`src/rtl/jpeg_cone_pkg.sv`:
```
// Shared types and constants for the JPEG cone scheduler slice.
package jpeg_cone_pkg;

   typedef enum logic [1:0] {
      IDLE  = 2'd0,
      RUN   = 2'd1,
      DRAIN = 2'd2
   } sched_state_e;

   localparam int unsigned CONE_IN_W = 8;

   // Requester id width; never below one bit so the id bus always exists.
   function automatic int unsigned id_width(input int unsigned num_req);
      return (num_req > 1) ? $clog2(num_req) : 1;
   endfunction

endpackage

```
`src/rtl/jpeg_cone_sched_if.sv`:
```
// Request/response channel between the JPEG stage controllers and the cone scheduler.
interface jpeg_cone_sched_if #(
   parameter int unsigned NUM_REQ = 4,
   parameter int unsigned IN_W    = jpeg_cone_pkg::CONE_IN_W,
   parameter int unsigned ID_W    = jpeg_cone_pkg::id_width(NUM_REQ)
);
   logic [NUM_REQ-1:0]      req_valid;
   logic [NUM_REQ*IN_W-1:0] req_data;
   logic [NUM_REQ-1:0]      req_ready;
   logic                    rsp_valid;
   logic                    rsp_ready;
   logic                    rsp_data;
   logic [ID_W-1:0]         rsp_id;

   modport master (
      output req_valid, req_data, rsp_ready,
      input  req_ready, rsp_valid, rsp_data, rsp_id
   );

   modport slave (
      input  req_valid, req_data, rsp_ready,
      output req_ready, rsp_valid, rsp_data, rsp_id
   );
endinterface

```
`src/rtl/jpeg_cone_rr_arb.sv`:
```
// Round-robin grant among NUM_REQ requesters; pointer moves past each granted requester.
module jpeg_cone_rr_arb
   import jpeg_cone_pkg::*;
#(
   parameter int unsigned NUM_REQ = 4,
   parameter int unsigned ID_W    = id_width(NUM_REQ)
) (
   input  logic               clk,
   input  logic               rst_n,
   input  logic               enable,
   input  logic [NUM_REQ-1:0] req_valid,
   output logic [NUM_REQ-1:0] grant,
   output logic               grant_vld,
   output logic [ID_W-1:0]    grant_id
);

   logic [ID_W-1:0] rr_ptr;

   always_comb begin
      grant     = '0;
      grant_vld = 1'b0;
      grant_id  = '0;
      for (int unsigned i = 0; i < NUM_REQ; i++) begin
         logic [ID_W-1:0] idx;
         idx = ID_W'((32'(rr_ptr) + i) % NUM_REQ);
         if (enable && !grant_vld && req_valid[idx]) begin
            grant[idx] = 1'b1;
            grant_vld  = 1'b1;
            grant_id   = idx;
         end
      end
   end

   always_ff @(posedge clk or negedge rst_n) begin
      if (!rst_n) begin
         rr_ptr <= '0;
      end else if (grant_vld) begin
         rr_ptr <= (32'(grant_id) == NUM_REQ - 1) ? '0 : grant_id + 1'b1;
      end
   end

endmodule

```
`src/rtl/jpeg_cone_sched.sv`:
```
// Shares one 8-input JPEG logic cone among NUM_REQ requesters; results return in issue order
// through a credit-protected response FIFO so no cone_out sample is ever dropped.
module jpeg_cone_sched
   import jpeg_cone_pkg::*;
#(
   parameter int unsigned NUM_REQ   = 4,
   parameter int unsigned IN_W      = CONE_IN_W,
   parameter int unsigned CONE_LAT  = 1,
   parameter int unsigned RSP_DEPTH = 4
) (
   input  logic             clk,
   input  logic             rst_n,
   input  logic             en,
   jpeg_cone_sched_if.slave bus,
   output logic [IN_W-1:0]  cone_in,
   input  logic             cone_out,
   output logic             idle
);

   localparam int unsigned ID_W    = id_width(NUM_REQ);
   localparam int unsigned PTR_W   = $clog2(RSP_DEPTH);
   localparam int unsigned CNT_W   = PTR_W + 1;
   localparam int unsigned ENT_W   = ID_W + 1;
   localparam int unsigned TAG_IDW = CONE_LAT * ID_W;

   sched_state_e          state;
   logic [CNT_W-1:0]      credits;
   logic [NUM_REQ-1:0]    grant;
   logic                  grant_vld;
   logic [ID_W-1:0]       grant_id;
   logic [IN_W-1:0]       sel_data;
   logic [CONE_LAT-1:0]   tag_vld;
   logic [TAG_IDW-1:0]    tag_id;
   logic                  push;
   logic                  pop;
   logic                  fifo_empty;
   logic                  drained;
   logic [PTR_W:0]        wr_ptr;
   logic [PTR_W:0]        rd_ptr;
   logic [ENT_W-1:0]      fifo_mem [RSP_DEPTH];
   logic [ENT_W-1:0]      head;

   jpeg_cone_rr_arb #(
      .NUM_REQ (NUM_REQ),
      .ID_W    (ID_W)
   ) u_arb (
      .clk       (clk),
      .rst_n     (rst_n),
      .enable    ((state == RUN) && (credits != '0)),
      .req_valid (bus.req_valid),
      .grant     (grant),
      .grant_vld (grant_vld),
      .grant_id  (grant_id)
   );

   assign bus.req_ready = grant;

   always_comb begin
      sel_data = '0;
      for (int unsigned k = 0; k < NUM_REQ; k++) begin
         if (grant[k]) sel_data = bus.req_data[k*IN_W +: IN_W];
      end
   end

   always_ff @(posedge clk or negedge rst_n) begin
      if (!rst_n) begin
         cone_in <= '0;
      end else if (grant_vld) begin
         cone_in <= sel_data;
      end
   end

   // Tag pipe runs in lock-step with the external cone retiming; the oldest stage samples cone_out.
   always_ff @(posedge clk or negedge rst_n) begin
      if (!rst_n) begin
         tag_vld <= '0;
         tag_id  <= '0;
      end else begin
         tag_vld <= CONE_LAT'({tag_vld, grant_vld});
         tag_id  <= TAG_IDW'({tag_id, grant_id});
      end
   end

   assign push = tag_vld[CONE_LAT-1];

   // Credits cover FIFO slots plus tags in flight; a tag moving into the FIFO leaves them unchanged.
   always_ff @(posedge clk or negedge rst_n) begin
      if (!rst_n) begin
         credits <= CNT_W'(RSP_DEPTH);
      end else begin
         unique case ({grant_vld, pop})
            2'b10:   credits <= credits - 1'b1;
            2'b01:   credits <= credits + 1'b1;
            default: credits <= credits;
         endcase
      end
   end

   always_ff @(posedge clk) begin
      if (push) fifo_mem[wr_ptr[PTR_W-1:0]] <= {cone_out, tag_id[TAG_IDW-1 -: ID_W]};
   end

   always_ff @(posedge clk or negedge rst_n) begin
      if (!rst_n) begin
         wr_ptr <= '0;
         rd_ptr <= '0;
      end else begin
         if (push) wr_ptr <= wr_ptr + 1'b1;
         if (pop)  rd_ptr <= rd_ptr + 1'b1;
      end
   end

   assign fifo_empty    = (wr_ptr == rd_ptr);
   assign head          = fifo_mem[rd_ptr[PTR_W-1:0]];
   assign pop           = !fifo_empty && bus.rsp_ready;
   assign bus.rsp_valid = !fifo_empty;
   assign bus.rsp_data  = !fifo_empty && head[ENT_W-1];
   assign bus.rsp_id    = fifo_empty ? '0 : head[ID_W-1:0];

   assign drained = (tag_vld == '0) && fifo_empty;

   always_ff @(posedge clk or negedge rst_n) begin
      if (!rst_n) begin
         state <= IDLE;
         idle  <= 1'b1;
      end else begin
         unique case (state)
            IDLE: begin
               if (en) begin
                  state <= RUN;
                  idle  <= 1'b0;
               end
            end
            RUN: begin
               if (!en) state <= DRAIN;
            end
            DRAIN: begin
               if (en) begin
                  state <= RUN;
               end else if (drained) begin
                  state <= IDLE;
                  idle  <= 1'b1;
               end
            end
            default: begin
               state <= IDLE;
               idle  <= 1'b1;
            end
         endcase
      end
   end

endmodule
```
`src/flat_wrapper.sv`:
```
// flat-port wrapper written by rule: the top's interface ports become plain ports
module jpeg_cone_sched_flat import jpeg_cone_pkg::*;
#(
   parameter int unsigned NUM_REQ   = 4,
   parameter int unsigned IN_W      = CONE_IN_W,
   parameter int unsigned CONE_LAT  = 1,
   parameter int unsigned RSP_DEPTH = 4
)
  (clk, rst_n, en, cone_in, cone_out, idle, bus_req_valid, bus_req_data, bus_rsp_ready, bus_req_ready, bus_rsp_valid, bus_rsp_data, bus_rsp_id);
  jpeg_cone_sched_if #(.NUM_REQ(NUM_REQ), .IN_W(IN_W)) bus_i ();
  input  logic clk;
  input  logic rst_n;
  input  logic en;
  output logic [IN_W-1:0] cone_in;
  input  logic cone_out;
  output logic idle;
  input wire logic [$bits(bus_i.req_valid)-1:0] bus_req_valid;
  input wire logic [$bits(bus_i.req_data)-1:0] bus_req_data;
  input wire logic [$bits(bus_i.rsp_ready)-1:0] bus_rsp_ready;
  output wire logic [$bits(bus_i.req_ready)-1:0] bus_req_ready;
  output wire logic [$bits(bus_i.rsp_valid)-1:0] bus_rsp_valid;
  output wire logic [$bits(bus_i.rsp_data)-1:0] bus_rsp_data;
  output wire logic [$bits(bus_i.rsp_id)-1:0] bus_rsp_id;
  assign bus_i.req_valid = bus_req_valid;
  assign bus_i.req_data = bus_req_data;
  assign bus_i.rsp_ready = bus_rsp_ready;
  assign bus_req_ready = bus_i.req_ready;
  assign bus_rsp_valid = bus_i.rsp_valid;
  assign bus_rsp_data = bus_i.rsp_data;
  assign bus_rsp_id = bus_i.rsp_id;
  jpeg_cone_sched #(.NUM_REQ(NUM_REQ), .IN_W(IN_W), .CONE_LAT(CONE_LAT), .RSP_DEPTH(RSP_DEPTH)) u_core (.clk(clk), .rst_n(rst_n), .en(en), .bus(bus_i), .cone_in(cone_in), .cone_out(cone_out), .idle(idle));
endmodule
```
`config.mk`:
```
export PLATFORM = sky130hd
export DESIGN_NAME = jpeg_cone_sched_flat
export DESIGN_NICKNAME = d
export VERILOG_FILES = /design/src/rtl/jpeg_cone_pkg.sv /design/src/rtl/jpeg_cone_sched_if.sv /design/src/rtl/jpeg_cone_rr_arb.sv /design/src/rtl/jpeg_cone_sched.sv /design/src/flat_wrapper.sv
export SDC_FILE = /design/constraint.sdc
export NUM_CORES = 1
export LEC_CHECK = 0
export BUFFER_PORTS_ARGS = -buffer_cell sky130_fd_sc_hd__buf_2
export CORE_MARGIN = 2
export CORE_UTILIZATION = 53
export CTS_CLUSTER_DIAMETER = 80
export DETAILED_ROUTE_END_ITERATION = 10
export GPL_TIMING_DRIVEN = 0
export MAX_ROUTING_LAYER = met4
export PLACE_DENSITY = 0.91
export SYNTH_ARGS = -nofsm -noshare
export SYNTH_HDL_FRONTEND = slang
export SYNTH_SLANG_ARGS = --single-unit
export TNS_END_PERCENT = 30
```
`constraint.sdc`:
```
create_clock -name clk -period 4 [get_ports clk]
set_input_delay 0.4 -clock clk [delete_from_list [all_inputs] [get_ports clk]]
set_output_delay 0.4 -clock clk [all_outputs]
set_load 0.05 [all_outputs]
```
==> flow_metrics.tcl <==
set metrics [dict create \
    diodes 0 \
    period_minus_slack_ns 3.86 \
    io_buffer_count 57 \
    r2r_cells 15 \
    antenna_found_initial 0 \
    ctsHoldBuffers 0 \
    netlist-cell-type-count 48 \
    drtIter0Drc 116 \
    path_class "register to output pin" \
    r2r_setup_slack_ns 0.29 \
    path_cells "buf_6 -> buf_4 -> inv_1 -> ha_1 -> clkbuf_4 -> mux4_2 -> or4b_1 -> a21oi_2 -> a221oi_4 -> inv_2 -> clkbuf_4" \
    finalClockSkew_ns 0.00563 \
    final_cells 321 \
    vias_per_cell 5.90 \
    wl_met1_um 2130 \
    die_area_um2 4910 \
    async_reset_ff_share_pct 67.6 \
    crit_fanout 10 \
    crit_arrival_ns 3.46 \
    syn_inst 205 \
    grt_pass1_wl_um 8710 \
    outcome "completed" \
    yosysSeqAreaShare_pct 42.7 \
    cts_max_path_buffers 2 \
    yosys-top-cells-count "23 x dfrtp_1, 13 x nor2_1, 12 x edfxtp_1, 12 x ha_1, 10 x a21oi_1" \
    die_width_um 70.1 \
    ys_ff_latch 37 \
    worst-path-buf-inv 6 \
    slew_headroom_pct 56.5 \
    setup_ws_ns 0.145 \
    period_share_pct 96.4 \
    crit_required_ns 3.60 \
    syn-cell-area_um2 2320 \
    grt_pass1_vias 1865 \
    syn_nets 259 \
    cpLargestDelayFamily "buffers and inverters" \
    tightest_slew_ns 0.648 \
    cts_buffers 5 \
    coreArea_um2 4290 \
    multi_input_area_um2 1240 \
    top_layer "met4" \
    fin_util_pct 65.5 \
    cts_tree "built" \
    yosys.cell_count.top_type "dfrtp_1" \
    regArea_um2 988 \
    synth_area_leaders "dfrtp_1 25%, edfxtp_1 16%, mux4_2 6.8%" \
    power_density_nw_per_um2 286 \
    clock_latency_ns 0.29 \
    wl_met3_um 280 \
    hold_viol 0 \
    place_hpwl_um 3710 \
    syn2layout_area_growth_pct 21.5 \
    fillers 323 \
    nets 322 \
    slew_viol_final 0 \
    ios 58 \
    dr.pass1.iters 4 \
    dr_wl_met2_um 2570 \
    cp-end-kind "output pin" \
    synth_top_area_share_pct 24.9 \
    yosysWarnings 0 \
    ys.flop_type "dfrtp_1" \
    die_h_um 70.1 \
    synth_edf_count 12 \
    grt_start_max_net_pins 26 \
    clkTransAtPathRegs_ns 0.07 \
    fmax_mhz 259 \
    critPathSlowestCell "mux4_2" \
    layout-drive-gt1-share_pct 33.8 \
    setup_violations 0 \
    avgSynthCellArea_um2 11.3 \
    min_path_type "input port to async pin" \
    route.detailed.drc 0 \
    gp_congestion 0.872 \
    synth_largest_area_cell "dfrtp_1" \
    worstSetupStartpointType "register" \
    num_vias 1895 \
    timing.rr.end "u_core.credits[2]$_DFFE_PN1P_" \
    htreeDepth 2 \
    initial_core_util_pct 53.9 \
    wl_per_cell_um 15.7 \
    routed_wl_um 5040 \
    path_common_cell "clkbuf_4" \
    grt_overflow_total 0 \
    clock-sinks 37 \
    leakagePower_nw 1.27 \
    drt.antenna.violating_nets 0 \
    peakVddDrop_mv 0.178 \
    placed_cells 314 \
    cap_violations 0 \
    track_usage_pct 22.9 \
    rows 24 \
    critical-path-max-stage-delay_ns 0.59 \
    pre_cts_ws_ns 0.198 \
    cts_root_buf "clkbuf_8" \
]
metal layers:
layer | vias to the layer above | track usage (%)
li1 | 897 | -
met1 | 915 | 28.0
met2 | 77 | 38.5
met3 | 6 | 4.18
met4 | 0 | 7.91
met5 | - | -
power by group:
group	leakage [nW]	internal, mW	total, mW	switching, mW
Sequential	0.436	0.395	0.399	0.00406
Clock	0.0585	0.203	0.334	0.131
Combinational	0.773	0.0298	0.0713	0.0415
Total	1.27	0.628	0.805	0.176
worst max path at each step:
stage | start | to | cells after the start
final | register | bus_req_ready[2] | 11
after global routing | register | bus_req_ready[2] | 11
after CTS | u_core.u_arb.rr_ptr[1]$_DFFE_PN0P_ | bus_req_ready[3] | 10
after detailed placement | register | u_core.credits[2]$_DFFE_PN1P_ | 15
after global placement | register | bus_req_ready[3] | 11
after floorplan | register | u_core.cone_in[6]$_DFFE_PN0P_ | 12
cell type report:
| class | instances | area share [%] |
|---|---|---|
| clock inverters | 1 | 1.07 |
| plain buffers | 10 | 2.31 |
| multi-input cells | 147 | 44.2 |
| flip-flops and latches | 37 | 35.1 |
| well taps | 52 | 2.31 |
| clock buffers | 7 | 3.07 |
| inverters | 9 | 1.20 |
| repair buffers | 58 | 10.7 |
sequential cells by signal (all words and copies together) (netlist names), named ones only:
| register | flops |
|---|---|
| u_core.fifo_mem | 12 |
| u_core.cone_in | 8 |
| u_core.credits | 3 |
| u_core.rd_ptr | 3 |
| u_core.wr_ptr | 3 |
| u_core.state | 2 |
| u_core.tag_id | 2 |
| u_core.idle | 1 |
| u_core.push | 1 |
| u_core.u_arb.rr_ptr | 1 |
repair_timing:
| item | in CTS | in global routing |
|---|---|---|
| setup endpoints to repair | 3 | 4 |
| pin swaps | 0 | 0 |
| buffers inserted | 0 | 1 |
| gates resized for setup | 3 | 6 |
worst register-to-register path, delay by kind of cell, from the launching register on:
family | cells | cell delay (ns)
DFF | 1 | 0.40
adders and majority gates | 3 | 0.90
AOI/OAI and AO/OA | 1 | 0.19
and+or+nand+nor | 3 | 0.78
buffers and inverters | 6 | 1.09
xor gates and xnor gates | 2 | 0.31
cell usage in the layout, fill, tap and decap left out, types with 3 or more instances in the layout:
| cell type | instances |
|---|---|
| mux2_2 | 4 |
| nand2_1 | 9 |
| nor3_1 | 3 |
| mux2i_1 | 3 |
| or3_1 | 3 |
| ha_1 | 12 |
| nor2b_1 | 4 |
| xnor2_1 | 7 |
| dfrtp_1 | 23 |
| a221oi_1 | 8 |
| mux4_2 | 7 |
| nand2b_1 | 4 |
| inv_1 | 8 |
| edfxtp_1 | 12 |
| a21oi_1 | 9 |
| clkbuf_1 | 5 |
| o31ai_1 | 8 |
| buf_4 | 3 |
| xor2_1 | 5 |
| nor2_1 | 13 |
| clkbuf_8 | 6 |
| and2_1 | 8 |
| a22oi_1 | 8 |
| buf_6 | 3 |
| buf_2 | 56 |
| o21ai_0 | 5 |
stage by stage:
stage	hold slack, ns	power (mW)	setup TNS (ns)	cell area, um^2
after floorplan	0.104	0.441	0	2320
after global placement	0.413	0.475	0	2670
after detailed placement	0.422	0.477	0	2670
after CTS	0.0983	0.812	0	2790
after global routing	0.136	0.833	-0.0266	2810
final	0.0873	0.805	0	2810
cell families after synthesis:
| logic type | Yosys count | synth area share, % |
|---|---|---|
| adder cells (fa/ha/maj) | 13 | 7.35 |
| AND/OR/NAND/NOR | 56 | 13.7 |
| XOR/XNOR | 12 | 4.54 |
| multiplexers | 14 | 10.0 |
| buffers and inverters | 21 | 4.27 |
| AO/OA/AOI/OAI | 52 | 17.5 |
| flip-flops | 37 | 42.7 |
Power figures use the tool's default switching activity.
